==> src/rtl/acc_control_fsm.sv <==
// Free-running load/accumulate/hold sequencer for the neuron MAC accumulator.
// Drives operand select and register enable for N_NEURONS dot products, then parks in DONE.
module acc_control_fsm #(
  parameter int N_TERMS     = 4,
  parameter int HOLD_CYCLES = 2,
  parameter int N_NEURONS   = 3
) (
  input  logic clk,
  input  logic rst,
  output logic sel,
  output logic en
);

  localparam int TERM_W    = (N_TERMS > 1)     ? $clog2(N_TERMS)     : 1;
  localparam int HOLD_W    = (HOLD_CYCLES > 1) ? $clog2(HOLD_CYCLES) : 1;
  localparam int NEUR_W    = (N_NEURONS > 1)   ? $clog2(N_NEURONS)   : 1;
  localparam int TERM_LAST = (N_TERMS > 1)     ? N_TERMS - 2         : 0;
  localparam int HOLD_LAST = (HOLD_CYCLES > 0) ? HOLD_CYCLES - 1     : 0;
  localparam int NEUR_LAST = N_NEURONS - 1;

  typedef enum logic [2:0] {
    IDLE = 3'd0,
    LOAD = 3'd1,
    ACC  = 3'd2,
    HOLD = 3'd3,
    DONE = 3'd4
  } state_t;

  state_t              r_state;
  state_t              w_state_nxt;
  state_t              w_after_neuron;
  state_t              w_after_terms;
  logic [TERM_W-1:0]   r_term_cnt;
  logic [HOLD_W-1:0]   r_hold_cnt;
  logic [NEUR_W-1:0]   r_neuron;
  logic                r_sel;
  logic                r_en;
  logic                w_last_term;
  logic                w_last_hold;
  logic                w_last_neuron;

  assign w_last_term   = (r_term_cnt == TERM_W'(TERM_LAST));
  assign w_last_hold   = (r_hold_cnt == HOLD_W'(HOLD_LAST));
  assign w_last_neuron = (r_neuron   == NEUR_W'(NEUR_LAST));

  // NOTE: every signal driven here gets a default first, so no path leaves it unassigned and no latch is inferred.
  always_comb begin
    w_after_neuron = w_last_neuron ? DONE : LOAD;
    w_after_terms  = (HOLD_CYCLES > 0) ? HOLD : w_after_neuron;
    w_state_nxt    = r_state;
    case (r_state)
      IDLE:    w_state_nxt = LOAD;
      LOAD:    w_state_nxt = (N_TERMS > 1) ? ACC : w_after_terms;
      ACC:     if (w_last_term) w_state_nxt = w_after_terms;
      HOLD:    if (w_last_hold) w_state_nxt = w_after_neuron;
      DONE:    w_state_nxt = DONE;
      default: w_state_nxt = IDLE;
    endcase
  end

  // NOTE: sequential state uses non-blocking assignments so every register samples pre-edge values.
  always_ff @(posedge clk or posedge rst) begin
    if (rst) begin
      r_state <= IDLE;
    end else begin
      r_state <= w_state_nxt;
    end
  end

  // Counters clear on entry to their state and only advance while in it.
  always_ff @(posedge clk or posedge rst) begin
    if (rst) begin
      r_term_cnt <= '0;
      r_hold_cnt <= '0;
      r_neuron   <= '0;
    end else begin
      if (w_state_nxt == ACC && r_state != ACC) begin
        r_term_cnt <= '0;
      end else if (r_state == ACC) begin
        r_term_cnt <= r_term_cnt + TERM_W'(1);
      end

      if (w_state_nxt == HOLD && r_state != HOLD) begin
        r_hold_cnt <= '0;
      end else if (r_state == HOLD) begin
        r_hold_cnt <= r_hold_cnt + HOLD_W'(1);
      end

      if (r_state == IDLE) begin
        r_neuron <= '0;
      end else if (w_state_nxt == LOAD) begin
        r_neuron <= r_neuron + NEUR_W'(1);
      end
    end
  end

  // Outputs are decoded from the next state into flops so they change with the state register.
  always_ff @(posedge clk or posedge rst) begin
    if (rst) begin
      r_sel <= 1'b0;
      r_en  <= 1'b0;
    end else begin
      r_sel <= (w_state_nxt == ACC)  || (w_state_nxt == HOLD);
      r_en  <= (w_state_nxt == LOAD) || (w_state_nxt == ACC);
    end
  end

  assign sel = r_sel;
  assign en  = r_en;

endmodule

==> config.mk <==
export PLATFORM = sky130hd
export DESIGN_NAME = acc_control_fsm
export DESIGN_NICKNAME = d
export VERILOG_FILES = /design/src/rtl/acc_control_fsm.sv
export SDC_FILE = /design/constraint.sdc
export NUM_CORES = 1
export LEC_CHECK = 0
export BUFFER_PORTS_ARGS = -buffer_cell sky130_fd_sc_hd__buf_2
export CAP_MARGIN = 0
export CORE_MARGIN = 2
export CORE_UTILIZATION = 25
export DETAILED_ROUTE_END_ITERATION = 8
export GPL_ROUTABILITY_DRIVEN = 0
export PLACE_DENSITY_LB_ADDON = 0.25
export RECOVER_POWER = 50
export SLEW_MARGIN = 25
export SYNTH_ARGS = -nofsm -noshare
export SYNTH_HDL_FRONTEND = slang
export SYNTH_SLANG_ARGS = --single-unit
==> constraint.sdc <==
create_clock -name clk -period 1.5 [get_ports clk]
set_input_delay 0 -clock clk [delete_from_list [all_inputs] [get_ports clk]]
set_output_delay 0 -clock clk [all_outputs]
set_load 0.02 [all_outputs]
==> report_table.html <==
<table>
<tr><th>Metric</th><th>Value</th></tr>
<tr><th colspan="2">Status</th></tr>
<tr><td>Run status</td><td>complete, no violations</td></tr>
<tr><th colspan="2">Finish</th></tr>
<tr><td>Final-layout fill cell count</td><td>180</td></tr>
<tr><td>Ratio of cells with drive above 1 in the final layout</td><td>26.32%</td></tr>
<tr><td>Final net count</td><td>63</td></tr>
<tr><td>Diodes inserted</td><td>0</td></tr>
<tr><td>Area Overhead vs Synth</td><td>23.45%</td></tr>
<tr><th colspan="2">Logic synthesis</th></tr>
<tr><td>Post-synthesis cell type count</td><td>22</td></tr>
<tr><td>Most numerous cell types in the synthesized netlist</td><td>10 x dfrtp_1, 5 x inv_1, 4 x a21oi_1, 4 x o21ai_0, 3 x nand2_1</td></tr>
<tr><td>Synth Instances</td><td>48</td></tr>
<tr><td>Top_reg_cell synth</td><td>dfrtp_1</td></tr>
<tr><td>Number of flops mapped to enable cells by yosys</td><td>0</td></tr>
<tr><td>Count of synthesis-stage warnings from yosys</td><td>0</td></tr>
<tr><td>Mean area per synthesized cell</td><td>10.11 sq um</td></tr>
<tr><td>Synth Area in Adders</td><td>5.155%</td></tr>
<tr><td>Most frequent cell after synthesis</td><td>dfrtp_1</td></tr>
<tr><td>Parity-gate share of the synthesized area counting xor and xnor cells</td><td>0%</td></tr>
<tr><td>Flops &amp; latches, synth</td><td>10</td></tr>
<tr><td>Sequential share of the synthesized area</td><td>51.55%</td></tr>
<tr><td>Share of the synthesized area in the top cell type</td><td>51.55%</td></tr>
<tr><td>Yosys top cell by area</td><td>dfrtp_1</td></tr>
<tr><td>Fraction of the mapped netlist area in compound gates</td><td>26.03%</td></tr>
<tr><td>Main area contributors after synthesis</td><td>dfrtp_1 52%, ha_1 5.2%, a21oi_1 4.1%</td></tr>
<tr><td>Largest family of logic cells by synthesized area</td><td>compound AO/OA/AOI/OAI gates</td></tr>
<tr><td>Cell area after technology mapping</td><td>485.5 sq um</td></tr>
<tr><td>Net count after synthesis</td><td>52</td></tr>
<tr><td>Fraction of synthesized area in multiplexers</td><td>0%</td></tr>
<tr><td>Synth Area in Simple Gates</td><td>9.794%</td></tr>
<tr><td>Synth async-reset ratio</td><td>100.0%</td></tr>
<tr><th colspan="2">Pwr</th></tr>
<tr><td>Power density relative to cell area</td><td>760.4 nW/um^2</td></tr>
<tr><td>Lkg Pwr</td><td>roughly 0.29 nW</td></tr>
<tr><td>Peak ir drop on the vdd network</td><td>325.1 uV</td></tr>
<tr><th colspan="2">Worst setup path</th></tr>
<tr><td>Setup crit end kind</td><td>flip-flop</td></tr>
<tr><td>Critical path cell sequence</td><td>ha_4 -&gt; nand4b_1 -&gt; or3_1 -&gt; o21ai_2</td></tr>
<tr><td>CP Class</td><td>reg2reg</td></tr>
<tr><td>Critical path launch point type</td><td>flip-flop</td></tr>
<tr><td>Crit-path slowest cell</td><td>or3_1</td></tr>
<tr><td>Worst endpoint data arrival time</td><td>1.55 ns</td></tr>
<tr><td>Maximum single-stage delay on the critical path</td><td>0.42 ns</td></tr>
<tr><td>Data required, critical path</td><td>about 1.7 ns</td></tr>
<tr><td>Max FO, Critical Path</td><td>4</td></tr>
<tr><td>Minimum setup slack among reg-to-reg paths</td><td>0.14 ns</td></tr>
<tr><th colspan="2">Floorplanning</th></tr>
<tr><td>Number of placement rows</td><td>15</td></tr>
<tr><td>Horiz. Die Dim</td><td>48.07 um</td></tr>
<tr><td>Vert. Die Dim</td><td>48.07 um</td></tr>
<tr><td>Initial Util</td><td>a little over a quarter</td></tr>
<tr><td>Core area</td><td>1783 sq um</td></tr>
<tr><td>Top-Level Pins</td><td>4</td></tr>
<tr><td>DIE AREA</td><td>2310 sq um</td></tr>
<tr><th colspan="2">Worst hold path</th></tr>
<tr><td>Worst hold path type</td><td>in2async</td></tr>
<tr><th colspan="2">STA</th></tr>
<tr><td>Setup violation total in the final timing report</td><td>0</td></tr>
<tr><td>Worst slew pin tran</td><td>0.3799 ns</td></tr>
<tr><td>Highest attainable clock frequency</td><td>735.8 MHz</td></tr>
<tr><td>Post-layout min period</td><td>1.359 ns</td></tr>
<tr><td>Worst hold margin</td><td>0.2498 ns</td></tr>
<tr><td>Crit share post-route</td><td>90.61%</td></tr>
<tr><td>Number of pins exceeding their max-slew limit in the final report</td><td>0</td></tr>
<tr><td>Setup skew after layout</td><td>0.002960 ns</td></tr>
<tr><td>Unrepaired setup endpoints after global routing</td><td>false</td></tr>
<tr><td>Slew Limit Headroom</td><td>74.64%</td></tr>
<tr><td>Total negative slack</td><td>0 ns</td></tr>
<tr><td>Hold Vio Cnt, Final</td><td>0</td></tr>
<tr><th colspan="2">Drt</th></tr>
<tr><td>Remaining design rule violation count</td><td>0</td></tr>
<tr><td>Average via count per standard cell</td><td>between 4 and 5</td></tr>
<tr><td>Iteration count of the initial detailed-routing pass</td><td>4</td></tr>
<tr><td>Starting DRT DRC Count</td><td>9</td></tr>
<tr><td>ANT nets after route</td><td>0</td></tr>
<tr><td>Via count</td><td>around 360</td></tr>
<tr><td>Detailed Route WL</td><td>882 um</td></tr>
<tr><td>WL per Instance</td><td>10.76 um</td></tr>
<tr><th colspan="2">CTS</th></tr>
<tr><td>Clock tree from TritonCTS</td><td>built</td></tr>
<tr><td>CTS Sinks</td><td>10</td></tr>
<tr><td>CTS Buf Count</td><td>3</td></tr>
<tr><td>H-Tree Depth</td><td>1</td></tr>
<tr><td>Clock latency on the worst-skew pair</td><td>roughly 0.26 ns</td></tr>
<tr><td>Clock root buffer</td><td>clkbuf_4</td></tr>
<tr><td>Max Buffers Root-to-Sink</td><td>2</td></tr>
<tr><td>Clock transition at path regs</td><td>0.06 ns</td></tr>
<tr><th colspan="2">Flow run</th></tr>
<tr><td>Max-capacitance violation count</td><td>0</td></tr>
<tr><th colspan="2">GRT</th></tr>
<tr><td>Largest net degree at the start of global routing</td><td>11</td></tr>
<tr><td>Number of antenna violations at the first check in global routing</td><td>0</td></tr>
<tr><td>Congestion Overflow GR</td><td>0</td></tr>
<tr><td>Vias in the first global route</td><td>352</td></tr>
<tr><td>Global Route Usage Sum</td><td>10.89%</td></tr>
<tr><td>Global-route wire length before repair</td><td>1.580 mm</td></tr>
<tr><th colspan="2">Place</th></tr>
<tr><td>Count of input and output buffers</td><td>3</td></tr>
</table>
-- stage by stage --
stage	area [sq um]	util, %	power [mW]	std cells	setup slack (ns)
floorplan	485.5	-	0.2788	48	0.2270
global placement	544.3	30.53	0.2817	77	0.1409
detailed placement	544.3	30.53	0.2819	77	0.1185
CTS	576.8	32.35	0.4671	81	0.1022
global route	599.3	33.61	0.4845	82	0.01458
finish	599.3	33.61	0.4557	82	0.1409
-- power by group --
group / internal (mW) / switching (mW)
Sequential: 0.270 / 0
Combinational: 0.00277 / 0.00556
Clock: 0.0924 / 0.0853
Total: 0.365 / 0.0908
-- area by class of cell --
cell class	count	area, sq um	area share (%)
tap	25	31.28	5.219
sequential	10	250.2	41.75
clock buffer	3	22.52	3.758
inverter	5	18.77	3.132
timing repair buffer	9	61.31	10.23
multi-input combinational	30	215.2	35.91
-- per-layer routing --
layer | up-vias | part of all wire [%] | GRT usage (%)
met5 | - | 0 | 0
met4 | 0 | 2.2 | 6.486
met3 | 2 | 5.4 | 6.792
met2 | 11 | 45 | 15.47
met1 | 161 | 47 | 12.30
li1 | 190 | - | -
-- critical path, delay by kind of cell (launching register included) --
family                     cells  cell delay [ns]
and+or+nand+nor                2             0.66
adders and majority gates      1             0.17
AOI/OAI and AO/OA              1             0.06
DFF                            1             0.40
-- cells in the final DEF, fill, tap and decap left out, types with 2 or more instances in the layout --
master    synthesis  routed
dfrtp_1          10      10
buf_4             1       5
a21oi_1           4       4
inv_1             5       4
nand2_1           3       3
o21ai_0           4       3
clkbuf_4          0       3
a31oi_1           2       2
o31ai_1           2       2
a22o_1            2       2
buf_2             2       2
-- state kept, by name (all words and copies together) (netlist names) --
signal,flops
r_hold_cnt,1
sel,1
r_term_cnt,2
en,1
r_state,3
r_neuron,2
-- logic make-up (layout without fill, tap and decap cells) --
kind of cell	count (synthesis)	after routing
flip-flops	10	10
adder cells (fa/ha/maj)	2	2
AO/OA/AOI/OAI	19	19
AND/OR/NAND/NOR	9	9
buffers and inverters	8	17
-- final timing paths --
check | cells past startpoint | endpoint | startpoint
hold reg to reg | 1 | r_term_cnt[1] | r_term_cnt[1]
max in group asynchronous | 3 | r_neuron[0] | rst
hold / removal | 3 | r_hold_cnt | rst
setup / recovery | 4 | r_neuron[0] | r_neuron[1]
setup reg to reg | 4 | r_neuron[0] | r_neuron[1]
min in group clk | 1 | r_term_cnt[1] | r_term_cnt[1]
-- timing repair --
| action | 4_1_cts | 5_1_grt |
|---|---|---|
| hold endpoints to repair | 10 | 0 |
| setup buffers | 0 | 1 |
| hold buffers | 1 | 0 |
| gates resized for setup | 0 | 5 |
| setup endpoints to repair | 0 | 2 |
Power figures use the tool's default switching activity.
